File: src/rtl/adder_128bit_slice_seq_if.sv
// Bundle of operand, adder and result signals for adder_128bit_slice_seq.
// Optional feature macro: SEQ_ADD_CIN_EN adds the in_cin operand carry input.
// The slave modport is the sequencer. The master modport is its environment,
// which supplies operands, models the slice adder and consumes results.
interface adder_128bit_slice_seq_if #(
  parameter int WIDTH = 128,
  parameter int SLICE = 16
);

  logic             in_valid;
  logic             in_ready;
  logic [WIDTH-1:0] in_a;
  logic [WIDTH-1:0] in_b;
`ifdef SEQ_ADD_CIN_EN
  logic             in_cin;
`endif

  logic [SLICE-1:0] adder_a;
  logic [SLICE-1:0] adder_b;
  logic             adder_en;
  logic [SLICE-1:0] adder_sum;
  logic             adder_cout;

  logic             out_valid;
  logic             out_ready;
  logic [WIDTH-1:0] out_sum;
  logic             out_cout;

  modport slave (
    input  in_valid,
`ifdef SEQ_ADD_CIN_EN
    input  in_cin,
`endif
    input  in_a,
    input  in_b,
    output in_ready,
    output adder_a,
    output adder_b,
    output adder_en,
    input  adder_sum,
    input  adder_cout,
    output out_valid,
    input  out_ready,
    output out_sum,
    output out_cout
  );

  modport master (
    output in_valid,
`ifdef SEQ_ADD_CIN_EN
    output in_cin,
`endif
    output in_a,
    output in_b,
    input  in_ready,
    input  adder_a,
    input  adder_b,
    input  adder_en,
    output adder_sum,
    output adder_cout,
    input  out_valid,
    output out_ready,
    input  out_sum,
    input  out_cout
  );

endinterface

File: src/rtl/adder_128bit_slice_seq.sv
// Slice sequencer around a registered SLICE-bit adder whose Cin is tied to 0.
// Operands are issued one slice per cycle, LSB slice first. Returned slices are
// carry-corrected here and assembled into the WIDTH-bit result.
// Optional feature macro: SEQ_ADD_CIN_EN seeds the carry chain from in_cin.
module adder_128bit_slice_seq #(
  parameter int WIDTH   = 128,
  parameter int SLICE   = 16,
  parameter int ADD_LAT = 2
) (
  input  logic                         clk,
  input  logic                         rst,
  adder_128bit_slice_seq_if.slave      bus
);

  localparam int N     = WIDTH / SLICE;
  localparam int CNT_W = (N > 1) ? $clog2(N) : 1;

  typedef enum logic [1:0] {
    IDLE,
    ISSUE,
    DRAIN,
    DONE
  } state_t;

  state_t               state;
  logic [WIDTH-1:0]     op_a;
  logic [WIDTH-1:0]     op_b;
  logic [CNT_W-1:0]     issue_cnt;
  logic [CNT_W-1:0]     ret_cnt;
  logic                 carry;
  logic [ADD_LAT-1:0]   valid_pipe;

  logic                 in_ready_r;
  logic                 adder_en_r;
  logic [SLICE-1:0]     adder_a_r;
  logic [SLICE-1:0]     adder_b_r;
  logic                 out_valid_r;
  logic [WIDTH-1:0]     out_sum_r;
  logic                 out_cout_r;

  logic                 ret_strobe;
  logic                 ret_last;
  logic [SLICE-1:0]     ret_sum;
  logic                 ret_carry;

  // A slice is only trusted while an operation is in flight and the valid pipe
  // says this cycle's adder output belongs to one of our issued slices.
  assign ret_strobe = valid_pipe[ADD_LAT-1] && ((state == ISSUE) || (state == DRAIN));
  assign ret_last   = (ret_cnt == CNT_W'(N - 1));

  // The adder never sees our carry, so it is added on the return path. A carry
  // passes through a slice that summed to all ones even when the adder's own
  // Cout is 0.
  assign ret_sum   = bus.adder_sum + {{(SLICE-1){1'b0}}, carry};
  assign ret_carry = bus.adder_cout | (carry & (&bus.adder_sum));

  assign bus.in_ready  = in_ready_r;
  assign bus.adder_en  = adder_en_r;
  assign bus.adder_a   = adder_a_r;
  assign bus.adder_b   = adder_b_r;
  assign bus.out_valid = out_valid_r;
  assign bus.out_sum   = out_sum_r;
  assign bus.out_cout  = out_cout_r;

  // Control FSM, slice issue, valid pipe and result assembly share one block so
  // every output is registered and a reset drops everything in the same cycle.
  always_ff @(posedge clk) begin
    if (rst) begin
      state       <= IDLE;
      op_a        <= '0;
      op_b        <= '0;
      issue_cnt   <= '0;
      ret_cnt     <= '0;
      carry       <= 1'b0;
      valid_pipe  <= '0;
      in_ready_r  <= 1'b1;
      adder_en_r  <= 1'b0;
      adder_a_r   <= '0;
      adder_b_r   <= '0;
      out_valid_r <= 1'b0;
      out_sum_r   <= '0;
      out_cout_r  <= 1'b0;
    end else begin
      valid_pipe <= ADD_LAT'({valid_pipe, adder_en_r});

      case (state)
        IDLE: begin
          if (bus.in_valid) begin
            op_a       <= bus.in_a;
            op_b       <= bus.in_b;
`ifdef SEQ_ADD_CIN_EN
            carry      <= bus.in_cin;
`else
            carry      <= 1'b0;
`endif
            issue_cnt  <= '0;
            ret_cnt    <= '0;
            out_sum_r  <= '0;
            out_cout_r <= 1'b0;
            in_ready_r <= 1'b0;
            state      <= ISSUE;
          end
        end

        ISSUE: begin
          adder_en_r <= 1'b1;
          adder_a_r  <= op_a[issue_cnt*SLICE +: SLICE];
          adder_b_r  <= op_b[issue_cnt*SLICE +: SLICE];
          if (issue_cnt == CNT_W'(N - 1)) begin
            state <= DRAIN;
          end else begin
            issue_cnt <= issue_cnt + CNT_W'(1);
          end
        end

        DRAIN: begin
          adder_en_r <= 1'b0;
          adder_a_r  <= '0;
          adder_b_r  <= '0;
          if (ret_strobe && ret_last) begin
            out_valid_r <= 1'b1;
            state       <= DONE;
          end
        end

        DONE: begin
          if (bus.out_ready) begin
            out_valid_r <= 1'b0;
            in_ready_r  <= 1'b1;
            state       <= IDLE;
          end
        end

        default: begin
          state <= IDLE;
        end
      endcase

      if (ret_strobe) begin
        out_sum_r[ret_cnt*SLICE +: SLICE] <= ret_sum;
        carry   <= ret_carry;
        ret_cnt <= ret_cnt + CNT_W'(1);
        if (ret_last) begin
          out_cout_r <= ret_carry;
        end
      end
    end
  end

endmodule

File: src/flat_wrapper.sv
// flat-port wrapper written by rule: the top's interface ports become plain ports
module adder_128bit_slice_seq_flat 
#(
  parameter int WIDTH   = 128,
  parameter int SLICE   = 16,
  parameter int ADD_LAT = 2
)
  (clk, rst, bus_in_valid, bus_in_a, bus_in_b, bus_in_ready, bus_adder_a, bus_adder_b, bus_adder_en, bus_adder_sum, bus_adder_cout, bus_out_valid, bus_out_ready, bus_out_sum, bus_out_cout);
  adder_128bit_slice_seq_if #(.WIDTH(WIDTH), .SLICE(SLICE)) bus_i ();
  input  logic clk;
  input  logic rst;
  input wire logic [$bits(bus_i.in_valid)-1:0] bus_in_valid;
  input wire logic [$bits(bus_i.in_a)-1:0] bus_in_a;
  input wire logic [$bits(bus_i.in_b)-1:0] bus_in_b;
  output wire logic [$bits(bus_i.in_ready)-1:0] bus_in_ready;
  output wire logic [$bits(bus_i.adder_a)-1:0] bus_adder_a;
  output wire logic [$bits(bus_i.adder_b)-1:0] bus_adder_b;
  output wire logic [$bits(bus_i.adder_en)-1:0] bus_adder_en;
  input wire logic [$bits(bus_i.adder_sum)-1:0] bus_adder_sum;
  input wire logic [$bits(bus_i.adder_cout)-1:0] bus_adder_cout;
  output wire logic [$bits(bus_i.out_valid)-1:0] bus_out_valid;
  input wire logic [$bits(bus_i.out_ready)-1:0] bus_out_ready;
  output wire logic [$bits(bus_i.out_sum)-1:0] bus_out_sum;
  output wire logic [$bits(bus_i.out_cout)-1:0] bus_out_cout;
  assign bus_i.in_valid = bus_in_valid;
  assign bus_i.in_a = bus_in_a;
  assign bus_i.in_b = bus_in_b;
  assign bus_in_ready = bus_i.in_ready;
  assign bus_adder_a = bus_i.adder_a;
  assign bus_adder_b = bus_i.adder_b;
  assign bus_adder_en = bus_i.adder_en;
  assign bus_i.adder_sum = bus_adder_sum;
  assign bus_i.adder_cout = bus_adder_cout;
  assign bus_out_valid = bus_i.out_valid;
  assign bus_i.out_ready = bus_out_ready;
  assign bus_out_sum = bus_i.out_sum;
  assign bus_out_cout = bus_i.out_cout;
  adder_128bit_slice_seq #(.WIDTH(WIDTH), .SLICE(SLICE), .ADD_LAT(ADD_LAT)) u_core (.clk(clk), .rst(rst), .bus(bus_i));
endmodule
File: config.mk
export PLATFORM = sky130hd
export DESIGN_NAME = adder_128bit_slice_seq_flat
export DESIGN_NICKNAME = d
export VERILOG_FILES = /design/src/rtl/adder_128bit_slice_seq_if.sv /design/src/rtl/adder_128bit_slice_seq.sv /design/src/flat_wrapper.sv
export SDC_FILE = /design/constraint.sdc
export NUM_CORES = 1
export LEC_CHECK = 0
export ABC_CLOCK_PERIOD_IN_PS = 6550
export BUFFER_PORTS_ARGS = -buffer_cell sky130_fd_sc_hd__buf_2
export CAP_MARGIN = 25
export CORE_UTILIZATION = 30
export DETAILED_ROUTE_END_ITERATION = 8
export HOLD_SLACK_MARGIN = 0.1
export PLACE_DENSITY_LB_ADDON = 0.25
export SETUP_SLACK_MARGIN = 0.3
export SLEW_MARGIN = 10
export SYNTH_ARGS = -nofsm -noshare
export SYNTH_HDL_FRONTEND = slang
export SYNTH_SLANG_ARGS = --single-unit
File: constraint.sdc
create_clock -name clk -period 6.55 [get_ports clk]
set_input_delay 1.31 -clock clk [delete_from_list [all_inputs] [get_ports clk]]
set_output_delay 1.31 -clock clk [all_outputs]
set_load 0.05 [all_outputs]
==> results of run 1 <==
[per-stage QoR]
step                      hold slack, ps  setup WS, ps   util
after floorplan                      414          3730      -
after global placement               432          2930  0.353
after detailed placement             435          2850  0.353
after CTS                            449          3280  0.382
after global routing                 464          2950  0.383
final                                445          3170  0.384
[cell usage after synthesis, types with 3 or more instances]
master	count
buf_2	26
buf_1	18
nor2b_1	42
nor4b_1	5
a211oi_1	3
mux2i_1	3
nand3b_1	3
and4_1	3
nand4_1	11
nand3_1	54
clkbuf_1	109
or3_1	6
o21ai_0	12
o2bb2ai_1	77
nand4b_1	5
nor2_1	32
a21oi_2	4
o31ai_1	35
ha_1	15
mux4_2	32
nand2_1	569
inv_1	9
and3_1	3
a311oi_1	3
a21oi_1	293
and2_1	5
nor3_1	12
xnor2_1	9
a22o_1	14
nor4_1	6
o22ai_1	32
nand2b_1	10
dfxtp_1	431
mux2_2	65
[state kept, by name, indices dropped and copies added (netlist names)]
register / count
u_core.bus.out_sum: 128
u_core.op_a: 128
u_core.op_b: 128
u_core.bus.adder_a: 16
u_core.bus.adder_b: 16
u_core.issue_cnt: 3
u_core.ret_cnt: 3
u_core.state: 2
u_core.valid_pipe: 2
u_core.bus.adder_en: 1
u_core.bus.in_ready: 1
u_core.bus.out_cout: 1
u_core.bus.out_valid: 1
u_core.carry: 1
[logic make-up after synthesis]
family | share of synthesized area
muxes | 0.0853
AOI/OAI and AO/OA | 0.171
buffers and inverters | 0.0373
DFF | 0.496
xor gates and xnor gates | 0.00554
and+or+nand+nor | 0.193
adders and majority gates | 0.0108
[report_power, final]
| part | total [uW] | switching, uW | internal [uW] |
|---|---|---|---|
| clock network | 2740 | 1130 | 1610 |
| registers | 3160 | 211 | 2950 |
| logic | 1790 | 1180 | 614 |
| total | 7690 | 2520 | 5170 |
[cells in the final DEF (no fill, tap or decap), drive strengths merged, types with 35 or more instances in the layout]
master   Yosys  layout
o31ai       35      35
o2bb2ai     77      77
nand3       54      54
mux2        65      65
dfxtp      431     431
nand2      569     569
buf         45     456
nor2b       42      42
a21oi      297     297
clkbuf     109      70
[critical path: cells and delay by family, from the launching register on]
kind,cells,cell delay (ps)
compound gates,2,1110
fa+ha+maj,2,760
flops,1,660
simple gates,1,360
buf+inv,2,440
[metal layers]
| layer | wire, um | vias to the layer above | global-route usage |
|---|---|---|---|
| met5 | 27 | - | 0 |
| met4 | 1090 | 4 | 0.0549 |
| met3 | 4380 | 74 | 0.0514 |
| met2 | 28500 | 507 | 0.321 |
| met1 | 26800 | 7528 | 0.255 |
| li1 | - | 7612 | - |
[cell type report]
cell class,instances,area [um2],share of cell area
inverters,9,33.8,0.00155
clock buffers,70,1400,0.0640
clock inverters,18,215,0.00988
diodes,8,20.0,0.000919
well taps,756,946,0.0434
repair buffers,456,2420,0.111
multi-input cells,1391,8120,0.373
flip-flops and latches,431,8630,0.396
[worst max path at each step]
| stage | slack (ps) | start | to | cells after the start |
|---|---|---|---|---|
| 4_1_cts | 3280 | u_core.ret_cnt[0]$_SDFFE_PP0P_ | u_core.bus.out_sum[84]$_SDFF_PP0_ | 7 |
| 3_5_place_dp | 2850 | bus_in_valid | u_core.bus.out_sum[84]$_SDFF_PP0_ | 5 |
| 2_1_floorplan | 3730 | bus_adder_sum[0] | u_core.bus.out_sum[13]$_SDFF_PP0_ | 5 |
| 5_1_grt | 2950 | u_core.ret_cnt[0]$_SDFFE_PP0P_ | u_core.bus.out_sum[68]$_SDFF_PP0_ | 6 |
| 6_report | 3170 | u_core.ret_cnt[0]$_SDFFE_PP0P_ | u_core.bus.out_sum[84]$_SDFF_PP0_ | 7 |
| 3_3_place_gp | 2930 | bus_in_valid | u_core.bus.out_sum[83]$_SDFF_PP0_ | 5 |
==> impl_metrics.json, run 1 <==
{
  "slowest_stage": "a21oi_1",
  "syn_nets": 2277,
  "ys.flop_type": "dfxtp_1",
  "avgSynthCellArea_um2": 8.76,
  "clock.fmax_ghz": 0.296,
  "vias": 15700,
  "yosys_warnings": 0,
  "drc": 0,
  "rows": 87,
  "end_kind": "flip-flop",
  "grt_overflow": 0,
  "initial_core_util": 0.306,
  "path_class": "flip-flop to flip-flop",
  "die_h_um": 243,
  "finalWirelength_um": 60700,
  "portBuffers": 440,
  "cts_hold_buf": 0,
  "setup_viol": 0,
  "path_cells": "inv_1, ha_1, ha_1, inv_1, and2_1, a21oi_1, a22o_1",
  "place.gp.congestion": 0.856,
  "start_kind": "flip-flop",
  "postRouteAntennaNets": 0,
  "final_nets": 2629,
  "r2r_end": "u_core.bus.out_sum[84]$_SDFF_PP0_",
  "hold_depth": 2,
  "finClkSkew_ps": 29.8,
  "final.setup.tns_ps": 0,
  "min_to": "u_core.bus.adder_b[15]$_SDFFE_PP0N_",
  "initialDrtViolationCount": 1134,
  "cts_tree": "done",
  "antenna_found_initial": 10,
  "synthCells": 1985,
  "r2r-start": "u_core.ret_cnt[0]$_SDFFE_PP0P_",
  "period_needed_ps": 3380,
  "fin_area_um2": 21800,
  "dp.cells": 3040,
  "drtPass1Iterations": 8,
  "drive_gt1_frac": 0.272,
  "finalHoldViolations": 0,
  "cts.path.max_buffers": 3,
  "cp.required_ps": 7080,
  "cts_inserted_buffers": 48,
  "die-area_um2": 58900,
  "r2r_cells": 7,
  "cp_max_fo": 15,
  "place_area_um2": 20100,
  "root_buffer": "clkbuf_16",
  "via_per_inst": 5.01,
  "clock-sinks": 431,
  "seq_area_frac_synth": 0.496,
  "synthArstFlopShare": 0,
  "vdd_drop_max_v": 0.000200,
  "fin_cells": 3139,
  "power_uw": 7690,
  "grt_usage": 0.197,
  "critical-path-max-stage-delay_ps": 850,
  "cts.repair.resized": 0,
  "fin_crit_sh": 0.516,
  "io_pins": 441,
  "clkLatencyLatePin_ps": 600,
  "worstPathArrival_ps": 3910,
  "outcome": "completed",
  "htree_levels": 2,
  "yosys.area.top_type_share": 0.496,
  "p_per_area_nw_per_um2": 353,
  "yosys-top-cells-area": "dfxtp_1, nand2_1, a21oi_1",
  "num-fill-cells": 5857,
  "maxSlewViolCount": 0,
  "grt_max_degree": 176,
  "dpl.hpwl_um": 42900,
  "drv_cap": 0,
  "yosysTopAreaCell": "dfxtp_1",
  "tightest_slew_ps": 989,
  "ys_ff_latch": 431,
  "core_um2": 56800,
  "avgRoutedWirePerCell_um": 19.3,
  "syn_area_um2": 17400,
  "rsz0062_at_grt": "false",
  "yosysUniqueCellTypes": 58,
  "cts_setup_buffers": 0,
  "die_w_um": 243,
  "grt_pass1_vias": 15300,
  "maxSlewHeadroom": 0.322,
  "cellLeakagePower_uw": 0.00877,
  "synth_edf_count": 0,
  "hold_path_class": "flip-flop to flip-flop",
  "path_clk_slew_ps": 60,
  "hold_start": "u_core.bus.adder_b[15]$_SDFFE_PP0N_",
  "grt_first_pass_wirelength_um": 91100,
  "synthToLayoutAreaGrowth_pct": 25.4,
  "r2r_slack_ps": 3170
}
Power figures use the tool's default switching activity.
==> inputs of run 2 (changes only) <==
- ABC_CLOCK_PERIOD_IN_PS: 6550 -> 2750
- clock period: 6.55 -> 2.75 ns (I/O delays scaled with it)
==> run 2 against run 1 <==
  * Non-clock buffer count rose by 32
  * Critical path depth grew 1
  * Via count increased by 1.7%
  * First-iteration DRC count is 6.9% lower
  * Routed wire length is 0.88% higher
  * Power up 140%
  * Hold slack worse by 250 ps
  * Global-route usage barely moved
  * Sequential cell count stayed put
  * Sequential power up 140%
  * Critical path type unchanged
==> impl_metrics.json, run 2 (synthesized netlist as in run 1, its figures left out) <==
{
  "htree_levels": 2,
  "initial_core_util": 0.306,
  "end_kind": "flip-flop",
  "drc": 0,
  "power_switching_uw": 6040,
  "most-common-layout-cells": "nand2_1, buf_2, dfxtp_1, a21oi_1, o2bb2ai_1",
  "layout_commonest_cell": "nand2_1",
  "grt_first_pass_wirelength_um": 90900,
  "io_pins": 441,
  "final_nets": 2661,
  "outcome": "completed",
  "drive_gt1_frac": 0.286,
  "fin_crit_sh": 0.853,
  "die_w_um": 243,
  "sequentialPowerShare": 0.396,
  "rsz0062_at_grt": "true",
  "sw_frac_of_total": 0.321,
  "dpl.hpwl_um": 43600,
  "initialDrtViolationCount": 1056,
  "grt_max_degree": 197,
  "p_int_uw": 12800,
  "cts.path.max_buffers": 3,
  "busiest_layer": "met2",
  "p_per_area_nw_per_um2": 847,
  "clkLatencyLatePin_ps": 590,
  "final.setup.tns_ps": 0,
  "vdd_drop_max_v": 0.000413,
  "drtPass1Iterations": 5,
  "gr-usage-met3": 0.0449,
  "die-area_um2": 58900,
  "cellLeakagePower_uw": 0.00900,
  "portBuffers": 440,
  "worstPathArrival_ps": 2860,
  "via_per_inst": 5.03,
  "synthToLayoutAreaGrowth_pct": 27.9,
  "finalHoldViolations": 0,
  "setup_viol": 0,
  "path_clk_slew_ps": 60,
  "slowest_stage": "a21oi_1",
  "clock-sinks": 431,
  "place.gp.congestion": 0.888,
  "period_needed_ps": 2340,
  "hold_path_class": "input port to flip-flop",
  "fin_area_um2": 22200,
  "postRouteAntennaNets": 0,
  "use_met2": 0.322,
  "critical-path-max-stage-delay_ps": 560,
  "finClkSkew_ps": 20.4,
  "avgRoutedWirePerCell_um": 19.3,
  "maxSlewViolCount": 0,
  "p_clk_frac": 0.365,
  "core_um2": 56800,
  "cp_max_fo": 10,
  "path_class": "flip-flop to flip-flop",
  "grt_pass1_vias": 15400,
  "p_comb_frac": 0.240,
  "vias": 16000,
  "die_h_um": 243,
  "grt_usage": 0.197,
  "antenna_found_initial": 11,
  "place_area_um2": 20400,
  "cp.required_ps": 3260,
  "holdWs_ps": 198,
  "path_cells": "inv_1, ha_1, ha_1, buf_4, and2_1, a21oi_1, buf_4, o2bb2ai_1",
  "rows": 87,
  "use_met1": 0.255,
  "cts_hold_buf": 0,
  "maxSlewHeadroom": 0.370,
  "cts_tree": "done",
  "grt_overflow": 0,
  "root_buffer": "clkbuf_16",
  "finalWirelength_um": 61200,
  "drv_cap": 0,
  "clock.fmax_ghz": 0.427,
  "cts_inserted_buffers": 48,
  "tightest_slew_ps": 939,
  "start_kind": "flip-flop"
}
run 2: cell count changes in the layout (fill, tap and decap cells not counted), sizes merged:
cell	delta
buf	+31
clkbuf	+5
diode	+5
clkinv	-3
bufinv	+2
clkinvlp	-1
inv	-1
run 2: cell type report:
class	instances	area, um2
clock buffer	74	1480
sequential	431	8640
fill	5872	34600
antenna	13	32.5
tap	756	946
clock inverter	15	245
multi-input combinational	1391	8170
timing repair buffer	488	2690
inverter	9	33.8
run 2: worst max-delay path: cells and delay by family (launching register included):
kind,cells,cell delay (ps)
compound gates,2,690
buf+inv,3,550
fa+ha+maj,2,470
flops,1,400
simple gates,1,150
run 2: power groups by stage:
stage	registers, uW	logic, uW	clock network, uW
6_report	7450	4510	6870
5_1_grt	7540	4920	7290
4_1_cts	7450	4430	7020
3_5_place_dp	7580	4420	0
3_3_place_gp	7540	4340	0
2_1_floorplan	7710	2840	0
run 2: final timing paths:
| kind | start | endpoint | slack, ps | depth (start not counted) |
|---|---|---|---|---|
| max reg2reg | u_core.ret_cnt[1]$_SDFFE_PP0P_ | u_core.bus.out_sum[47]$_SDFF_PP0_ | 410 | 8 |
| max | u_core.ret_cnt[1]$_SDFFE_PP0P_ | u_core.bus.out_sum[47]$_SDFF_PP0_ | 410 | 8 |
| min reg2reg | u_core.valid_pipe[0]$_SDFF_PP0_ | u_core.valid_pipe[1]$_SDFF_PP0_ | 450 | 1 |
| min | bus_in_b[72] | u_core.op_b[72]$_SDFFE_PP0P_ | 200 | 3 |
run 2: per-layer routing:
layer  share of wire  up-vias
met3           0.068      100
met1            0.44     7669
li1                -     7694
met5         0.00036        -
met2            0.46      524
met4           0.028        4
run 2: through the flow:
step	instances	power (uW)	util	worst slack [ps]
floorplan	1985	10600	-	338
global placement	3073	11900	0.359	118
detailed placement	3074	12000	0.359	162
CTS	3163	18900	0.389	308
global route	3171	19800	0.391	294
finish	3177	18800	0.391	406
run 2: repair_timing:
action | in CTS | in global routing
gates resized for setup | 2 | 12
hold endpoints to repair | 0 | 0
endpoints found under the setup margin | 35 | 175
gates cloned | 0 | 1
buffers inserted | 0 | 0
pin swaps | 0 | 0
